`src/rtl/flash_cmd_trace.sv`:
```
// Timestamped opcode trace FIFO drained over a single-cycle-ack bus; optional opcode filter under FLASH_CMD_TRACE_FILTER_EN.
// Pushes land one cycle after the strobe, bus effects land in the ack cycle; strobes into a full FIFO are dropped and counted.
module flash_cmd_trace #(
    parameter int DEPTH_LOG2 = 6,
    parameter int TS_WIDTH   = 24
) (
    input  logic        clk,
    input  logic        rst_n,
    input  logic [7:0]  mon_cmd,
    input  logic        mon_stb,
    input  logic [1:0]  wb_addr,
    output logic [31:0] wb_rdata,
    input  logic [31:0] wb_wdata,
    input  logic        wb_we,
    input  logic        wb_cyc,
    output logic        wb_ack
);
    localparam int DEPTH = 1 << DEPTH_LOG2;

    logic [TS_WIDTH-1:0]   ts;
    logic [23:0]           ts_ext;
    logic [31:0]           mem [DEPTH];
    logic [DEPTH_LOG2-1:0] wr_ptr;
    logic [DEPTH_LOG2-1:0] rd_ptr;
    logic [DEPTH_LOG2:0]   level;
    logic [7:0]            drop_cnt;
    logic                  ovf;
    logic                  enable;
    logic                  empty;
    logic                  full;
    logic                  ctrl_wr;
    logic                  clr;
    logic                  pop;
    logic                  eligible;
    logic                  push;
    logic                  drop;
    logic                  filt_ok;
    logic [31:0]           filt_rd;
    logic [31:0]           status;
    logic [31:0]           rd_val;

    assign ts_ext = 24'(ts);
    assign empty  = (level == '0);
    // level never exceeds DEPTH, so its top bit alone marks full
    assign full   = level[DEPTH_LOG2];

    // Bus side effects are applied at the edge that closes the ack cycle.
    assign ctrl_wr  = wb_ack & wb_we & (wb_addr == 2'd0);
    assign clr      = ctrl_wr & wb_wdata[1];
    assign pop      = wb_ack & ~wb_we & (wb_addr == 2'd1) & ~empty;
    assign eligible = mon_stb & enable & ~clr & filt_ok;
    assign push     = eligible & (~full | pop);
    assign drop     = eligible & full & ~pop;

`ifdef FLASH_CMD_TRACE_FILTER_EN
    logic       filt_en;
    logic [7:0] filt_mask;
    logic [7:0] filt_match;
    logic       unused_wdata;

    assign filt_ok      = ~filt_en | ((mon_cmd & filt_mask) == (filt_match & filt_mask));
    assign filt_rd      = {15'b0, filt_en, filt_mask, filt_match};
    assign unused_wdata = ^wb_wdata[31:17];

    always_ff @(posedge clk or negedge rst_n) begin
        if (!rst_n) begin
            filt_en    <= 1'b0;
            filt_mask  <= 8'h00;
            filt_match <= 8'h00;
        end else if (wb_ack && wb_we && wb_addr == 2'd2) begin
            filt_en    <= wb_wdata[16];
            filt_mask  <= wb_wdata[15:8];
            filt_match <= wb_wdata[7:0];
        end
    end
`else
    logic unused_wdata;

    assign filt_ok      = 1'b1;
    assign filt_rd      = 32'h0;
    assign unused_wdata = ^wb_wdata[31:2];
`endif

    always_ff @(posedge clk) begin
        if (push) begin
            mem[wr_ptr] <= {mon_cmd, ts_ext};
        end
    end

    always_ff @(posedge clk or negedge rst_n) begin
        if (!rst_n) begin
            ts       <= '0;
            wr_ptr   <= '0;
            rd_ptr   <= '0;
            level    <= '0;
            drop_cnt <= 8'h00;
            ovf      <= 1'b0;
            enable   <= 1'b1;
            wb_ack   <= 1'b0;
        end else begin
            wb_ack <= wb_cyc & ~wb_ack;
            ts     <= clr ? '0 : ts + 1'b1;
            if (ctrl_wr) begin
                enable <= wb_wdata[0];
            end
            if (clr) begin
                wr_ptr   <= '0;
                rd_ptr   <= '0;
                level    <= '0;
                drop_cnt <= 8'h00;
                ovf      <= 1'b0;
            end else begin
                if (push) begin
                    wr_ptr <= wr_ptr + 1'b1;
                end
                if (pop) begin
                    rd_ptr <= rd_ptr + 1'b1;
                end
                if (push && !pop) begin
                    level <= level + 1'b1;
                end else if (pop && !push) begin
                    level <= level - 1'b1;
                end
                if (drop) begin
                    ovf <= 1'b1;
                    if (drop_cnt != 8'hFF) begin
                        drop_cnt <= drop_cnt + 1'b1;
                    end
                end
            end
        end
    end

    assign status = {empty, full, ovf, enable, 4'b0, drop_cnt, 16'(level)};

    always_comb begin
        rd_val = 32'h0;
        case (wb_addr)
            2'd0:    rd_val = status;
            2'd1:    rd_val = empty ? 32'h0 : mem[rd_ptr];
            2'd2:    rd_val = filt_rd;
            default: rd_val = 32'h0;
        endcase
    end

    assign wb_rdata = (wb_ack && !wb_we) ? rd_val : 32'h0;

endmodule

```
`config.mk`:
```
export PLATFORM = sky130hd
export DESIGN_NAME = flash_cmd_trace
export DESIGN_NICKNAME = d
export VERILOG_FILES = /design/src/rtl/flash_cmd_trace.sv
export SDC_FILE = /design/constraint.sdc
export NUM_CORES = 2
export LEC_CHECK = 0
export ABC_CLOCK_PERIOD_IN_PS = 5250
export CAP_MARGIN = 30
export CELL_PAD_IN_SITES_DETAIL_PLACEMENT = 0
export CELL_PAD_IN_SITES_GLOBAL_PLACEMENT = 1
export CORE_UTILIZATION = 40
export DETAILED_ROUTE_END_ITERATION = 8
export PLACE_DENSITY_LB_ADDON = 0.2
export SETUP_SLACK_MARGIN = 0.1
export SLEW_MARGIN = 0
export SYNTH_ARGS = -nofsm -noshare
export SYNTH_HDL_FRONTEND = slang
export SYNTH_SLANG_ARGS = --single-unit
```
`constraint.sdc`:
```
create_clock -name clk -period 5.25 [get_ports clk]
set_clock_uncertainty 0.15 [all_clocks]
set_input_delay 1.05 -clock clk [delete_from_list [all_inputs] [get_ports clk]]
set_output_delay 1.05 -clock clk [all_outputs]
set_load 0.005 [all_outputs]
```
Yosys cells after proc, flatten, opt, wreduce, memory -nomap -nowiden --
Memories as Yosys holds them, arrays and structs flattened. Cells that the tools add are included.
Storage, ports and cells: word-level logic and storage cells 68, bits in writable memories 2048, register bits 54, memories kept 1, output and inout port bits 33, bits of input ports 47
Memories:
- mem | words 64, bits a word 32, read ports 1, clocked after memory_dff 0, write ports 1, RTL line 22 | logic [31:0] mem [DEPTH];
Cells by class: $add $sub $neg 6, equality and inequality tests 2, bitwise operators 19, mux-type cells 18, reductions and logical operators 14
Operators by type and width (count):
- $mux W32 | 2
- $pmux W32 S2 | 1
- $add A24 B1 Y24 const B | 1
- $mux W24 | 1
- $mux W6 | 4
- $mux W8 | 3
- $mux W7 | 3
- $add A6 B1 Y6 const B | 2
- $and A1 B1 Y1 | 12
- $add A8 B1 Y8 const B | 1
- $ne A8 B8 Y1 const B | 1
- $reduce_bool A2 Y1 | 4
- $add A7 B1 Y7 const B | 1
- $logic_not A7 Y1 | 1
- $sub A7 B1 Y7 const B | 1
- $not A1 Y1 | 6
- $mux W1 | 4
- $logic_and A1 B1 Y1 | 3
- $logic_not A1 Y1 | 3
- $reduce_bool A3 Y1 | 1
- $eq A2 B1 Y1 const B | 1
- $logic_not A2 Y1 | 1
- $reduce_and A2 Y1 | 1
- $or A1 B1 Y1 | 1

Longest topological paths before layout --
word-level depth 11, gate-level depth with buffers 12, gate-level depth less buffers 11

Worst setup path after synthesis --
No wires, ideal clock.
path kind input port to flip-flop, start in wb_addr[1], end mem mem[63][0] (enable), setup time 0.421 ns, stages 6, path slack 0.844 ns, arrival 3.834 ns, data required time 4.679 ns, cells stage by stage nand4bb_1 a221oi_2 and2_1 nand3_1 clkbuf_1 nor2_1
On the way: cells in the longest elaborated chain, start to end 8, elaborated cells between the ends (all ways) 12
RTL lines:
- start: declaration | RTL line 11 | input logic [1:0] wb_addr,
- $logic_not A2 Y1 | RTL line 48 | assign ctrl_wr = wb_ack & wb_we & (wb_addr == 2'd0);
- $and A1 B1 Y1 | RTL line 48
- $and A1 B1 Y1 | RTL line 49 | assign clr = ctrl_wr & wb_wdata[1];
- $not A1 Y1 | RTL line 51 | assign eligible = mon_stb & enable & ~clr & filt_ok;
- $and A1 B1 Y1 | RTL line 51
- $and A1 B1 Y1 * | RTL line 52 | assign push = eligible & (~full | pop);
- $mux W1 * | RTL line 85 | if (push) begin
- $mux W1 (not written as such) * | RTL line 86 | mem[wr_ptr] <= {mon_cmd, ts_ext};
- end: declaration | RTL line 22
Every way passes the cells marked *; elsewhere a longest branch is shown, timed or not.

Final worst setup path --
start reg rd_ptr[0], end out wb_rdata[24]
On the way: cells in the longest elaborated chain, start to end 4
RTL lines:
- start: declaration | RTL line 24 | logic [DEPTH_LOG2-1:0] rd_ptr;
- start signal: assignment | RTL line 117 | rd_ptr <= rd_ptr + 1'b1;
- $mem_v2 Z64 W32
- $mux W32 | RTL line 140 | 2'd1: rd_val = empty ? 32'h0 : mem[rd_ptr];
- $pmux W32 S2 | RTL line 138 | case (wb_addr)
- $mux W32 | RTL line 146 | assign wb_rdata = (wb_ack && !wb_we) ? rd_val : 32'h0;
- end: declaration | RTL line 12 | output logic [31:0] wb_rdata,
No other way between the ends.

==> results.py <==
metrics = {
    "clock_tree": {
        "cts_tree": "yes",
        "h-tree-depth": 4,
        "path_clk_slew_ps": 60,
        "root_buffer": "clkbuf_16",
        "clk_latency_ps": 850,
        "numCtsBuffers": 210,
        "clock_path_buffers": 3,
        "cts_sinks": 2102,
    },
    "global_route": {
        "grt_pass1_vias": 41300,
        "grt_pass1_wl_microns": 331000,
        "antenna_found_initial": 6,
        "overflow": 0,
        "grt_max_degree": 70,
        "track_usage_pct": 23.4,
    },
    "timing": {
        "period_share_pct": 97.0,
        "rsz0062_at_grt": "yes",
        "setup_violations": 0,
        "fmax_mhz": 196,
        "holdWs_ps": 345,
        "final_max_slew_viol_count": 0,
        "worst_slew_pin_slew_ps": 944,
        "hold_violations": 0,
        "max_slew_margin_pct": 36.9,
        "finalWorstPathRequiredPeriod_ps": 5090,
    },
    "placement": {
        "place_area_sq_mm": 0.0878,
        "io_buffers": 49,
        "dpl.hpwl_microns": 134000,
        "place_congestion": 0.791,
        "place_inst": 6493,
    },
    "final_layout": {
        "final_cells": 6984,
        "final_util_pct": 48.2,
        "layout-drive-gt1-share_pct": 32.6,
        "fin_nets": 4222,
        "areaGrowthSynthToFinish_pct": 19.3,
        "fin_area_sq_mm": 0.0965,
    },
    "critical_path": {
        "cp-end-kind": "primary output",
        "cp_slowest_stage_delay_ps": 720,
        "crit_arrival_ps": 3890,
        "start_kind": "register",
        "cpMostUsedCell": "buf_12",
        "cp_slowest_cell": "a211oi_1",
        "crit_chain": "buf_12, buf_16, buf_12, bufbuf_16, mux4_2, mux2i_1, a211oi_1, a22oi_1, o21ai_1, buf_12",
        "worstSetupPathType": "reg2out",
        "path_max_fanout": 14,
        "cp.required_ps": 4050,
    },
    "status": {
        "status": "finished, final reports clean",
    },
    "floorplan": {
        "die_h_microns": 452,
        "chipWidth_microns": 452,
        "dieArea_sq_mm": 0.204,
        "core_sq_mm": 0.200,
        "io_pins": 80,
        "num_rows": 164,
        "start_util_pct": 40.4,
    },
    "yosys": {
        "synthTopCellsByArea": "edfxtp_1 (76%), mux4_2 (14%), mux2i_1 (1.8%)",
        "synthCells": 3671,
        "yosysMostFrequentCell": "edfxtp_1",
        "synth_seq_cells": 2102,
        "yosys.area.top_type": "edfxtp_1",
        "synth_area_sq_mm": 0.0810,
        "yosysWarnings": 0,
        "async_flop_share_pct": 2.57,
        "synth.avg_cell_area_sq_um": 22.1,
        "ys.flop_type": "edfxtp_1",
        "ys_types": 65,
        "synth_edf_count": 2048,
        "synth.top_cell.area_share_pct": 76.0,
        "ys_top_cells_by_count": "edfxtp_1 (2048), mux4_2 (496), mux2i_1 (143)",
        "syn_nets": 3729,
        "seq_area_frac_synth_pct": 77.6,
    },
    "min_path": {
        "hold_path_class": "in2reg",
    },
    "power_and_ir_drop": {
        "p_total_mw": 47.0,
        "ir_drop_v": 0.000381,
        "p_per_area_mw_per_mm2": 487,
        "leakage_nw": 30.6,
    },
    "routing": {
        "avgViaCountPerCell": 5.86,
        "first_iter_violations": 5151,
        "routed_wirelength_microns": 239000,
        "drt_first_pass_iters": 6,
        "wl_per_cell_microns": 34.2,
        "vias": 41000,
        "drtAntennaViolNets": 0,
        "drc_errors": 0,
    },
    "job": {
        "cap_violations": 0,
    },
}
repair_timing:
action | CTS | global route
hold buffers | 1 | 0
setup buffers | 77 | 17
cloned | 18 | 1
endpoints found under the hold margin | 2 | 0
resized for setup | 183 | 39
pin swaps | 22 | 11
endpoints found under the setup margin | 32 | 19
metrics by stage:
stage          TNS, ps  worst slack (ps)
2_1_floorplan        0               844
3_3_place_gp     -1280              -380
3_5_place_dp      -765              -320
4_1_cts          -40.7             -40.7
5_1_grt              0              74.7
6_report             0               157
routing by layer:
layer	GRT usage [%]	vias up	share of wire [%]
met2	37.5	1548	48
met4	5.49	0	2.1
met5	0	-	0
met1	33.6	22600	43
met3	3.80	291	6.7
li1	-	16600	-
cells by family (layout without fill, tap and decap cells):
kind of cell	after synthesis	after routing	share of synthesized area [%]
flip-flops	2102	2102	77.6
multiplexers	646	646	15.7
AND/OR/NAND/NOR	351	351	1.94
AO/OA/AOI/OAI	318	318	2.81
buffers and inverters	207	861	1.38
XOR/XNOR	36	36	0.389
adder cells (fa/ha/maj)	11	11	0.179
other	0	3	0
worst paths after layout:
path                                       startpoint                     to  slack [ps]  cells past startpoint
worst max register to register   level[0]$_DFFE_PN0P_   level[6]$_DFFE_PN0P_        1330                     13
worst min register to register        ovf$_DFFE_PN0P_        ovf$_DFFE_PN0P_         370                      2
worst max-delay path            rd_ptr[0]$_DFFE_PN0P_           wb_rdata[24]         160                     10
min in group asynchronous                       rst_n  rd_ptr[3]$_DFFE_PN0P_         580                      2
worst min-delay path                       mon_cmd[2]  mem[43][26]$_DFFE_PP_         340                      1
max in group asynchronous                       rst_n       ts[17]$_DFF_PN0_        3300                      3
where the power goes:
part,internal [mW],switching (mW),total (mW)
Combinational,6.04,6.97,13.0
Sequential,19.5,0.236,19.8
Clock,7.92,6.35,14.3
flip-flops by register name (all words and copies together) (netlist names):
name / cells
ovf: 1
wb_ack: 1
mem: 2048
level: 7
drop_cnt: 8
ts: 24
enable: 1
rd_ptr: 6
wr_ptr: 6
worst max-delay path, delay by kind of cell, from the launching register on:
family | cells | cell delay (ps)
AO/OA/AOI/OAI | 3 | 1120
buffers and inverters | 5 | 960
flip-flops | 1 | 490
multiplexers | 2 | 430
layout by cell type (no fill, tap or decap), types with 36 or more instances in the layout:
cell	n
buf_4	271
buf_12	103
nor2_1	58
a21oi_1	44
edfxtp_1	2048
clkinv_1	47
a22oi_1	36
mux4_2	496
clkbuf_16	213
mux2i_1	137
nor2_4	66
clkbuf_1	58
nand2_1	99
layout make-up:
| class | instances | area (sq um) |
|---|---|---|
| fill | 16400 | 104000 |
| sequential | 2102 | 62900 |
| multi-input combinational | 1362 | 18100 |
| timing repair buffer | 478 | 5790 |
| clock buffer | 273 | 5560 |
| tap | 2656 | 3320 |
| clock inverter | 100 | 822 |
| inverter | 10 | 50.0 |
| antenna | 3 | 7.51 |
Note: power is estimated with default switching activity, not from simulation.
